[config.mk]
export PLATFORM = sky130hd
export DESIGN_NAME = bar_stream_tx_flat
export DESIGN_NICKNAME = d
export VERILOG_FILES = /design/src/rtl/bar_stream_tx_if.sv /design/src/rtl/bar_stream_tx.sv /design/src/flat_wrapper.sv
export SDC_FILE = /design/constraint.sdc
export NUM_CORES = 1
export LEC_CHECK = 0
export CAP_MARGIN = 15
export CORE_MARGIN = 2
export CORE_UTILIZATION = 45
export DETAILED_ROUTE_END_ITERATION = 16
export PLACE_DENSITY = 0.69
export SYNTH_ARGS = -nofsm -noshare
export SYNTH_HDL_FRONTEND = slang
export SYNTH_SLANG_ARGS = --single-unit
export TNS_END_PERCENT = 10
[constraint.sdc]
create_clock -name clk -period 3.28 [get_ports clk]
set_input_delay 0.984 -clock clk [delete_from_list [all_inputs] [get_ports clk]]
set_output_delay 0.984 -clock clk [all_outputs]
set_load 0.01 [all_outputs]
[src/rtl/bar_stream_tx_if.sv]
// bar channel: 32-bit data/valid/ready stream between a transmitter (master)
// and a receiver (slave).
interface bar_stream_tx_if #(
  parameter int unsigned WIDTH = 32
);
  logic [WIDTH-1:0] data;
  logic             valid;
  logic             ready;

  modport master (
    output data,
    output valid,
    input  ready
  );

  modport slave (
    input  data,
    input  valid,
    output ready
  );
endinterface

[src/rtl/bar_stream_tx.sv]
// Transmitter end of the bar channel: small FIFO feeding a registered data/valid head.
// Optional accepted-word counter enabled by defining BAR_STREAM_TX_STATS_EN.
module bar_stream_tx #(
  parameter int unsigned WIDTH = 32,
  parameter int unsigned DEPTH = 4
) (
  input  logic                     clk,
  input  logic                     rst,
  input  logic                     flush,
  input  logic                     push_valid,
  input  logic [WIDTH-1:0]         push_data,
  output logic                     push_ready,
  bar_stream_tx_if.master          bar,
  output logic [$clog2(DEPTH):0]   level,
  output logic [31:0]              tx_count
);
  localparam int unsigned AW = $clog2(DEPTH);
  localparam int unsigned LW = AW + 1;
  localparam logic [LW-1:0] LVL_ONE  = LW'(1);
  localparam logic [LW-1:0] LVL_FULL = LW'(DEPTH);

  logic [WIDTH-1:0] mem [DEPTH];
  logic [AW-1:0]    wr_ptr;
  logic [AW-1:0]    rd_ptr;
  logic [AW-1:0]    rd_ptr_nx;
  logic [LW-1:0]    cnt;
  logic [LW-1:0]    cnt_nx;
  logic             valid_q;
  logic [WIDTH-1:0] data_q;
  logic             push;
  logic             pop;

  assign push      = push_valid && push_ready;
  assign pop       = valid_q && bar.ready;
  assign rd_ptr_nx = rd_ptr + AW'(1);

  always_comb begin
    cnt_nx = cnt;
    unique case ({push, pop})
      2'b10:   cnt_nx = cnt + LVL_ONE;
      2'b01:   cnt_nx = cnt - LVL_ONE;
      default: cnt_nx = cnt;
    endcase
  end

  always_ff @(posedge clk) begin
    if (push && !rst && !flush) begin
      mem[wr_ptr] <= push_data;
    end
  end

  // The head word lives both in mem[rd_ptr] and in data_q; data_q is the
  // registered copy driven onto the channel so ready never reaches an output.
  always_ff @(posedge clk) begin
    if (rst) begin
      wr_ptr     <= '0;
      rd_ptr     <= '0;
      cnt        <= '0;
      valid_q    <= 1'b0;
      data_q     <= '0;
      push_ready <= 1'b1;
    end else if (flush) begin
      wr_ptr     <= '0;
      rd_ptr     <= '0;
      cnt        <= '0;
      valid_q    <= 1'b0;
      push_ready <= 1'b1;
    end else begin
      cnt        <= cnt_nx;
      push_ready <= (cnt_nx != LVL_FULL);
      if (push) begin
        wr_ptr <= wr_ptr + AW'(1);
      end
      if (pop) begin
        rd_ptr <= rd_ptr_nx;
        if (cnt > LVL_ONE) begin
          data_q  <= mem[rd_ptr_nx];
          valid_q <= 1'b1;
        end else if (push) begin
          data_q  <= push_data;
          valid_q <= 1'b1;
        end else begin
          valid_q <= 1'b0;
        end
      end else if (!valid_q && push) begin
        data_q  <= push_data;
        valid_q <= 1'b1;
      end
    end
  end

  assign bar.data  = data_q;
  assign bar.valid = valid_q;
  assign level     = cnt;

`ifdef BAR_STREAM_TX_STATS_EN
  always_ff @(posedge clk) begin
    if (rst) begin
      tx_count <= '0;
    end else if (pop) begin
      tx_count <= tx_count + 32'd1;
    end
  end
`else
  assign tx_count = '0;
`endif

endmodule

[src/flat_wrapper.sv]
// flat-port wrapper written by rule: the top's interface ports become plain ports
module bar_stream_tx_flat 
#(
  parameter int unsigned WIDTH = 32,
  parameter int unsigned DEPTH = 4
)
  (clk, rst, flush, push_valid, push_data, push_ready, level, tx_count, bar_data, bar_valid, bar_ready);
  bar_stream_tx_if #(.WIDTH(WIDTH)) bar_i ();
  input  logic clk;
  input  logic rst;
  input  logic flush;
  input  logic push_valid;
  input  logic [WIDTH-1:0] push_data;
  output logic push_ready;
  output logic [$clog2(DEPTH):0] level;
  output logic [31:0] tx_count;
  output wire logic [$bits(bar_i.data)-1:0] bar_data;
  output wire logic [$bits(bar_i.valid)-1:0] bar_valid;
  input wire logic [$bits(bar_i.ready)-1:0] bar_ready;
  assign bar_data = bar_i.data;
  assign bar_valid = bar_i.valid;
  assign bar_i.ready = bar_ready;
  bar_stream_tx #(.WIDTH(WIDTH), .DEPTH(DEPTH)) u_core (.clk(clk), .rst(rst), .flush(flush), .push_valid(push_valid), .push_data(push_data), .push_ready(push_ready), .bar(bar_i), .level(level), .tx_count(tx_count));
endmodule
-- Word level (Yosys, flattened, before mapping)
Memories as Yosys holds them, arrays and structs flattened.
Index checks and enable logic that the tools add are counted.
- bitwise gates (word level): 1
- mux-type cells: 11
- eq/ne operators: 4
- add/sub/neg operators: 4
- order comparisons: 1
- reductions and logical operators: 11
- operator list (kind ; number):
    2-to-1 mux 32 bit ; 4
    2-to-1 mux 1 bit ; 6
    one-hot mux 3 bit (2 select lines) ; 1
    logical AND 1 bit ; 5
    adder 2 x 1 -> 2 bit (second input constant) ; 2
    adder 3 x 1 -> 3 bit (second input constant) ; 1
    greater-than comparator 3 x 1 -> 1 bit (second input constant) ; 1
    logical NOT 1 bit ; 3
    inequality test 3 x 2 -> 1 bit (second input constant) ; 1
    inequality test 3 bit (second input constant) ; 1
    AND reduction 3 bit ; 1
    subtractor 3 x 1 -> 3 bit (second input constant) ; 1
    equality test 2 x 1 -> 1 bit (second input constant) ; 1
    equality test 2 bit (second input constant) ; 1
    nonzero test 2 bit ; 1
    OR reduction 2 bit ; 1
    inverter 1 bit ; 1
- input bits: 37
- RAM bits: 128
- output and inout bits: 69
- memories: 1
- word-level logic and storage cells: 39
- register bits: 41
- memory list (name ; words ; bits a word ; read ports ; clocked after memory_dff ; write ports ; line ; source):
    u_core.mem ; 4 ; 32 ; 1 ; 0 ; 1 ; bar_stream_tx.sv:22 ; logic [WIDTH-1:0] mem [DEPTH];

-- Depth between registers and ports, before layout
Gate-level depths: netlist of the first run.
- depth after elaboration: 5
- mapped depth: 6
- gate-level depth less buffers: 6

-- Worst setup path before layout of the first run
OpenSTA, ideal clock, no wires.
- path type: input to register
- start point: in push_valid
- end point: mem u_core.mem[0][0] (enable)
- library setup time: 392 ps
- required time: 2888 ps
- stages: 3
- arrival: 2153 ps
- path slack: 735 ps
- buffers on the path: 1
- path through: and2_1 > clkbuf_1 > and3_1
- cells in the longest elaborated chain, start to end: 5
- ends and longest elaborated chain (item ; line ; source):
    start: declaration ; flat_wrapper.sv:12 ; input logic push_valid;
    logical AND 1 bit ; bar_stream_tx.sv:33 ; assign push = push_valid && push_ready;
    logical AND 1 bit (2 in a row) ; bar_stream_tx.sv:47 ; if (push && !rst && !flush) begin
    2-to-1 mux 1 bit ; bar_stream_tx.sv:47 ;
    2-to-1 mux 1 bit (implied by the code) ; bar_stream_tx.sv:48 ; mem[wr_ptr] <= push_data;
    end: declaration ; bar_stream_tx.sv:22 ;
Every way passes these cells.

-- Worst setup path in the final report of the first run
- start point: reg u_core.cnt[1], in the netlist u_core.level[1]
- end point: out level[1]
- RTL lines (item ; line ; source):
    start: declaration ; bar_stream_tx.sv:26 ; logic [LW-1:0] cnt;
    start signal: assignment ; bar_stream_tx.sv:69 ; cnt <= cnt_nx;
    end: declaration ; flat_wrapper.sv:15 ; output logic [$clog2(DEPTH):0] level;
No word-level cell between the ends.

==> impl_metrics.env, run 1 <==
export IMPL_status="finished clean"
export IMPL_syn_area_sq_um=6690
export IMPL_drive_above_1_share=0.180
export IMPL_initial_core_util=0.460
export IMPL_area_growth_pct=20.5
export IMPL_root_buffer="clkbuf_16"
export IMPL_drt_total_wl_um=12400
export IMPL_multi_input_area_sq_um=1750
export IMPL_dieArea_sq_um=15800
export IMPL_r2r_start="u_core.rd_ptr[1]$_SDFFE_PP0P_"
export IMPL_worstMarginPinSlew_ns=1.12
export IMPL_portBuffers=73
export IMPL_switching_power_mw=0.963
export IMPL_gp_congestion=0.728
export IMPL_path_class="reg -> out"
export IMPL_async_flop_share=0
export IMPL_cp_startpoint="u_core.level[1]$_SDFF_PP0_"
export IMPL_fin_cells=651
export IMPL_worstPathCellList="clkdlybuf4s50_1"
export IMPL_ios=106
export IMPL_drtIter0Drc=294
export IMPL_ys_top_cells_by_count="edfxtp_1, dfxtp_1"
export IMPL_period_share=0.772
export IMPL_seq_power_share=0.529
export IMPL_syn_instance_count=373
export IMPL_viasPerCell=5.37
export IMPL_cts_tree="done"
export IMPL_slowest_stage="clkdlybuf4s50_1"
export IMPL_dr_total_vias=3498
export IMPL_dp_cells=619
export IMPL_drc=0
export IMPL_core_region_area_sq_um=14500
export IMPL_final_util=0.554
export IMPL_drv_cap=0
export IMPL_combPwrFrac=0.051
export IMPL_relSlewSlack=0.247
export IMPL_num_rows=44
export IMPL_ant_nets=0
export IMPL_yosys_cell_types_count=35
export IMPL_synthesis_area_per_instance_sq_um=17.9
export IMPL_seq_area_frac_synth=0.698
export IMPL_crit_fanout=8
export IMPL_arrival_ns=1.55
export IMPL_cts_sinks=169
export IMPL_grt_pass1_wl_um=19500
export IMPL_cp_depth=1
export IMPL_postCtsResizedCells=0
export IMPL_postCtsSetupBuffers=0
export IMPL_synth_edf_count=128
export IMPL_grt_max_degree=35
export IMPL_rr_worst_depth=4
export IMPL_wl_per_cell_um=19.1
export IMPL_dp_hpwl_um=7170
export IMPL_crit_family="buffers and inverters"
export IMPL_num_antenna_cells=0
export IMPL_die_y_um=126
export IMPL_final_setup_tns_ns=0
export IMPL_ys_ff_latch=169
export IMPL_clkLatencyLatePin_ns=0.42
export IMPL_r2r_end="u_core.bar.data[18]$_SDFFE_PP0P_"
export IMPL_clock_skew_final_ns=0.00945
export IMPL_hold_path_class="reg -> reg"
export IMPL_antenna_found_initial=0
export IMPL_netlist_top_cells_area="edfxtp_1, dfxtp_1, mux4_2, a221o_1, buf_4"
export IMPL_p_clk_frac=0.419
export IMPL_max_stage_delay_ns=0.61
export IMPL_fin_crit_ns=2.53
export IMPL_seq_area_sq_um=4670
export IMPL_grt_usage=0.163
export IMPL_hold_viol_final=0
export IMPL_clock_fmax_mhz=395
export IMPL_drv_slew=0
export IMPL_fillers=1149
export IMPL_grt_pass1_vias=3568
export IMPL_endpoint_kind="output pin"
export IMPL_cts_buffers=17
export IMPL_nets=497
export IMPL_cts_max_level=4
export IMPL_synth_top_area_frac=0.575
export IMPL_die_x_um=126
export IMPL_finalSetupViolations=0
export IMPL_p_leak_nw=2.66
export IMPL_yosysTopAreaCell="edfxtp_1"
export IMPL_dr_pass1_iters=4
export IMPL_swShare=0.216
export IMPL_path_clk_slew_ns=0.07
export IMPL_required_ns=2.30
export IMPL_crit_buf_inv=1
export IMPL_cp_endpoint="level[1]"
export IMPL_internal_power_mw=3.50
export IMPL_rrSetupSlack_ns=1.12
export IMPL_hold_buffers=0
export IMPL_p_total_mw=4.46
export IMPL_ys_warnings_count=0
export IMPL_yosysMostFrequentCell="edfxtp_1"
export IMPL_clockBufferDepth=2
export IMPL_whs_ns=0.485
export IMPL_synthFlopType="edfxtp_1"
export IMPL_grt_overflow=0
export IMPL_rsz0062_at_grt="no"
export IMPL_ir_drop_v=0.000338
export IMPL_startpoint_type="register"
export IMPL_p_per_area_nw_per_um2=554
==> power groups by stage <==
stage / combinational [mW] / clock [mW] / sequential (mW)
floorplan: 0.119 / 0 / 2.41
global placement: 0.223 / 0 / 2.41
detailed placement: 0.229 / 0 / 2.41
CTS: 0.230 / 1.91 / 2.36
global route: 0.247 / 2.00 / 2.37
finish: 0.228 / 1.87 / 2.36
==> cell families after synthesis <==
logic type               share of synthesized area
flip-flops                                   0.698
AO/OA/AOI/OAI                               0.0610
buffers and inverters                       0.0610
other                                     0.000561
multiplexers                                 0.109
XOR/XNOR                                   0.00786
AND/OR/NAND/NOR                             0.0485
adder cells (fa/ha/maj)                     0.0142
==> per-stage QoR <==
step	setup slack (ns)	instance area (sq um)
2_1_floorplan	0.735	6800
5_1_grt	0.661	8060
3_5_place_dp	0.346	7500
3_3_place_gp	0.408	7500
6_report	0.748	8060
4_1_cts	0.723	8060
==> final cells by class <==
type,count,area share
clock inverter,13,0.0155
sequential,169,0.579
multi-input combinational,178,0.217
timing repair buffer,83,0.103
clock buffer,19,0.0537
tap,184,0.0286
inverter,5,0.00233
==> worst register-to-register path, stage by stage, from the launching register on <==
cell     delay [ns]
dfxtp_2        0.81
buf_12         0.28
mux4_2         0.51
nor2b_1        0.15
a221o_1        0.30
==> layer usage <==
layer	share of wire	global-route usage	vias up
met3	0.065	0.0540	7
met1	0.42	0.207	1786
met5	0	0	-
met4	0.0058	0.0504	0
met2	0.51	0.268	127
li1	-	-	1578
==> how the worst min path moves through the flow <==
stage                                startpoint  cells past startpoint  slack, ns                          endpoint
2_1_floorplan     u_core.wr_ptr[1]$_SDFFE_PP0P_                      2       0.47     u_core.wr_ptr[1]$_SDFFE_PP0P_
3_3_place_gp   u_core.bar.data[20]$_SDFFE_PP0P_                      1       0.47  u_core.bar.data[20]$_SDFFE_PP0P_
3_5_place_dp    u_core.bar.data[7]$_SDFFE_PP0P_                      1       0.47   u_core.bar.data[7]$_SDFFE_PP0P_
4_1_cts         u_core.bar.data[7]$_SDFFE_PP0P_                      1       0.49   u_core.bar.data[7]$_SDFFE_PP0P_
5_1_grt         u_core.bar.data[6]$_SDFFE_PP0P_                      1       0.52   u_core.bar.data[6]$_SDFFE_PP0P_
6_report        u_core.bar.data[7]$_SDFFE_PP0P_                      1       0.48   u_core.bar.data[7]$_SDFFE_PP0P_
==> flip-flops by register name (all words and copies together), names as in the netlist <==
register / cells
u_core.bar.data: 32
u_core.bar.valid: 1
u_core.level: 3
u_core.mem: 128
u_core.push_ready: 1
u_core.rd_ptr: 2
u_core.wr_ptr: 2
==> cells in the final DEF, fill, tap and decap left out, drive strengths merged, types with 2 or more instances in the layout <==
master	n
mux4	32
a21oi	3
clkbuf	19
edfxtp	128
a221o	32
clkdlybuf4s50	73
xnor2	4
ha	6
xor2	2
or3	2
maj3	2
nor2	8
and2	2
clkinv	6
dfxtp	41
nand2	4
conb	32
clkinvlp	5
nor2b	32
inv	6
o21ai	3
and3	6
buf	10
Note: power is estimated with default switching activity, not from simulation.
==> run 2: changes to the inputs <==
==> constraint.sdc (replaced) <==
create_clock -name clk -period 2.45 [get_ports clk]
set_input_delay 0.735 -clock clk [delete_from_list [all_inputs] [get_ports clk]]
set_output_delay 0.735 -clock clk [all_outputs]
set_load 0.01 [all_outputs]
==> impl_metrics.env, run 2 (synthesis gave the netlist of run 1 again) <==
export IMPL_arrival_ns=1.53
export IMPL_grt_overflow=0
export IMPL_core_region_area_sq_um=14500
export IMPL_endpoint_kind="output pin"
export IMPL_clockBufferDepth=2
export IMPL_seq_area_sq_um=4670
export IMPL_largest_register_ffs=128
export IMPL_num_antenna_cells=0
export IMPL_hold_buffers=0
export IMPL_hold_path_class="reg -> reg"
export IMPL_hold_viol_final=0
export IMPL_slowest_stage="clkdlybuf4s50_1"
export IMPL_status="finished clean"
export IMPL_antenna_found_initial=0
export IMPL_multi_input_area_sq_um=1750
export IMPL_postCtsResizedCells=0
export IMPL_max_stage_delay_ns=0.60
export IMPL_area_growth_pct=24.0
export IMPL_dieArea_sq_um=15800
export IMPL_nets=507
export IMPL_viasPerCell=5.34
export IMPL_cts_tree="done"
export IMPL_gp_congestion=0.699
export IMPL_drive_above_1_share=0.195
export IMPL_ant_nets=0
export IMPL_clock_fmax_mhz=441
export IMPL_clkLatencyLatePin_ns=0.42
export IMPL_p_per_area_nw_per_um2=736
export IMPL_grt_usage=0.169
export IMPL_final_setup_tns_ns=0
export IMPL_die_x_um=126
export IMPL_initial_core_util=0.460
export IMPL_rr_worst_depth=4
export IMPL_dr_pass1_iters=4
export IMPL_path_class="reg -> out"
export IMPL_path_clk_slew_ns=0.06
export IMPL_cp_startpoint="u_core.level[1]$_SDFF_PP0_"
export IMPL_r2r_start="u_core.level[1]$_SDFF_PP0_"
export IMPL_largest_register="u_core.mem"
export IMPL_mostFrequentLayoutCells="edfxtp_1, clkdlybuf4s50_1, dfxtp_1"
export IMPL_relSlewSlack=0.389
export IMPL_drt_total_wl_um=12900
export IMPL_ios=106
export IMPL_rsz0062_at_grt="no"
export IMPL_final_util=0.570
export IMPL_startpoint_type="register"
export IMPL_p_total_mw=6.10
export IMPL_p_leak_nw=2.77
export IMPL_dp_hpwl_um=7960
export IMPL_hold_path_cell_count=1
export IMPL_fin_crit_ns=2.27
export IMPL_grt_pass1_wl_um=20200
export IMPL_drc=0
export IMPL_dr_total_vias=3531
export IMPL_cts_buffers=17
export IMPL_fillers=1148
export IMPL_finalSetupViolations=0
export IMPL_worstMarginPinSlew_ns=0.914
export IMPL_die_y_um=126
export IMPL_grt_max_degree=33
export IMPL_clock_skew_final_ns=0.0106
export IMPL_hold_start="u_core.bar.data[10]$_SDFFE_PP0P_"
export IMPL_cts_max_level=4
export IMPL_crit_family="buffers and inverters"
export IMPL_mostFrequentLayoutCell="edfxtp_1"
export IMPL_wl_per_cell_um=19.5
export IMPL_drv_cap=0
export IMPL_crit_buf_inv=1
export IMPL_worstPathCellList="clkdlybuf4s50_1"
export IMPL_portBuffers=73
export IMPL_num_rows=44
export IMPL_drv_slew=0
export IMPL_crit_fanout=8
export IMPL_grt_pass1_vias=3670
export IMPL_required_ns=1.71
export IMPL_postCtsSetupBuffers=0
export IMPL_stdcell_area_sq_um=8290
export IMPL_root_buffer="clkbuf_16"
export IMPL_placed_area_sq_um=7710
export IMPL_cp_depth=1
export IMPL_ir_drop_v=0.000499
export IMPL_cts_sinks=169
export IMPL_period_share=0.926
export IMPL_drtIter0Drc=215
[run 2: changes by cell type in the layout (fill, tap and decap cells not counted)]
| cell | before | now |
|---|---|---|
| buf_12 | 2 | 13 |
| clkinv_2 | 1 | 2 |
| bufinv_16 | 1 | 2 |
| inv_6 | 1 | 3 |
| clkinv_4 | 5 | 2 |
| clkinvlp_4 | 5 | 2 |
| clkinv_1 | 0 | 1 |
| inv_8 | 0 | 1 |
| buf_4 | 8 | 7 |
[run 2: final timing paths]
kind | to | slack (ns)
worst max-delay path | level[1] | 0.18
worst min-delay path | u_core.bar.data[10]$_SDFFE_PP0P_ | 0.49
worst max register to register | u_core.bar.data[19]$_SDFFE_PP0P_ | 0.58
worst min register to register | u_core.bar.data[10]$_SDFFE_PP0P_ | 0.49
[run 2: final cells by class]
class / instances / share of cell area
clock buffer: 19 / 0.0522
clock inverter: 13 / 0.0174
inverter: 5 / 0.00226
multi-input combinational: 178 / 0.211
sequential: 169 / 0.563
tap: 184 / 0.0278
timing repair buffer: 93 / 0.126
[run 2: report_power, final]
part	leakage [nW]	internal [mW]	switching (mW)	total, mW
logic	1.00	0.164	0.160	0.324
clock network	0.278	1.51	1.10	2.62
registers	1.49	3.13	0.0324	3.16
total	2.77	4.81	1.29	6.10
[run 2: stage by stage]
step / instances / hold slack (ns) / setup slack (ns)
2_1_floorplan: 404 / 0.469 / 0.154
3_3_place_gp: 629 / 0.468 / -0.105
3_5_place_dp: 629 / 0.474 / -0.115
4_1_cts: 661 / 0.495 / 0.153
5_1_grt: 661 / 0.512 / 0.103
6_report: 661 / 0.488 / 0.182
[run 2: metal layers]
layer / track usage / routed length (um) / vias to the layer above / part of all wire
met5: 0 / 0 / - / 0
met4: 0.0569 / 105 / 0 / 0.0081
met3: 0.0442 / 805 / 8 / 0.062
met2: 0.277 / 6450 / 127 / 0.50
met1: 0.221 / 5560 / 1808 / 0.43
li1: - / - / 1588 / -
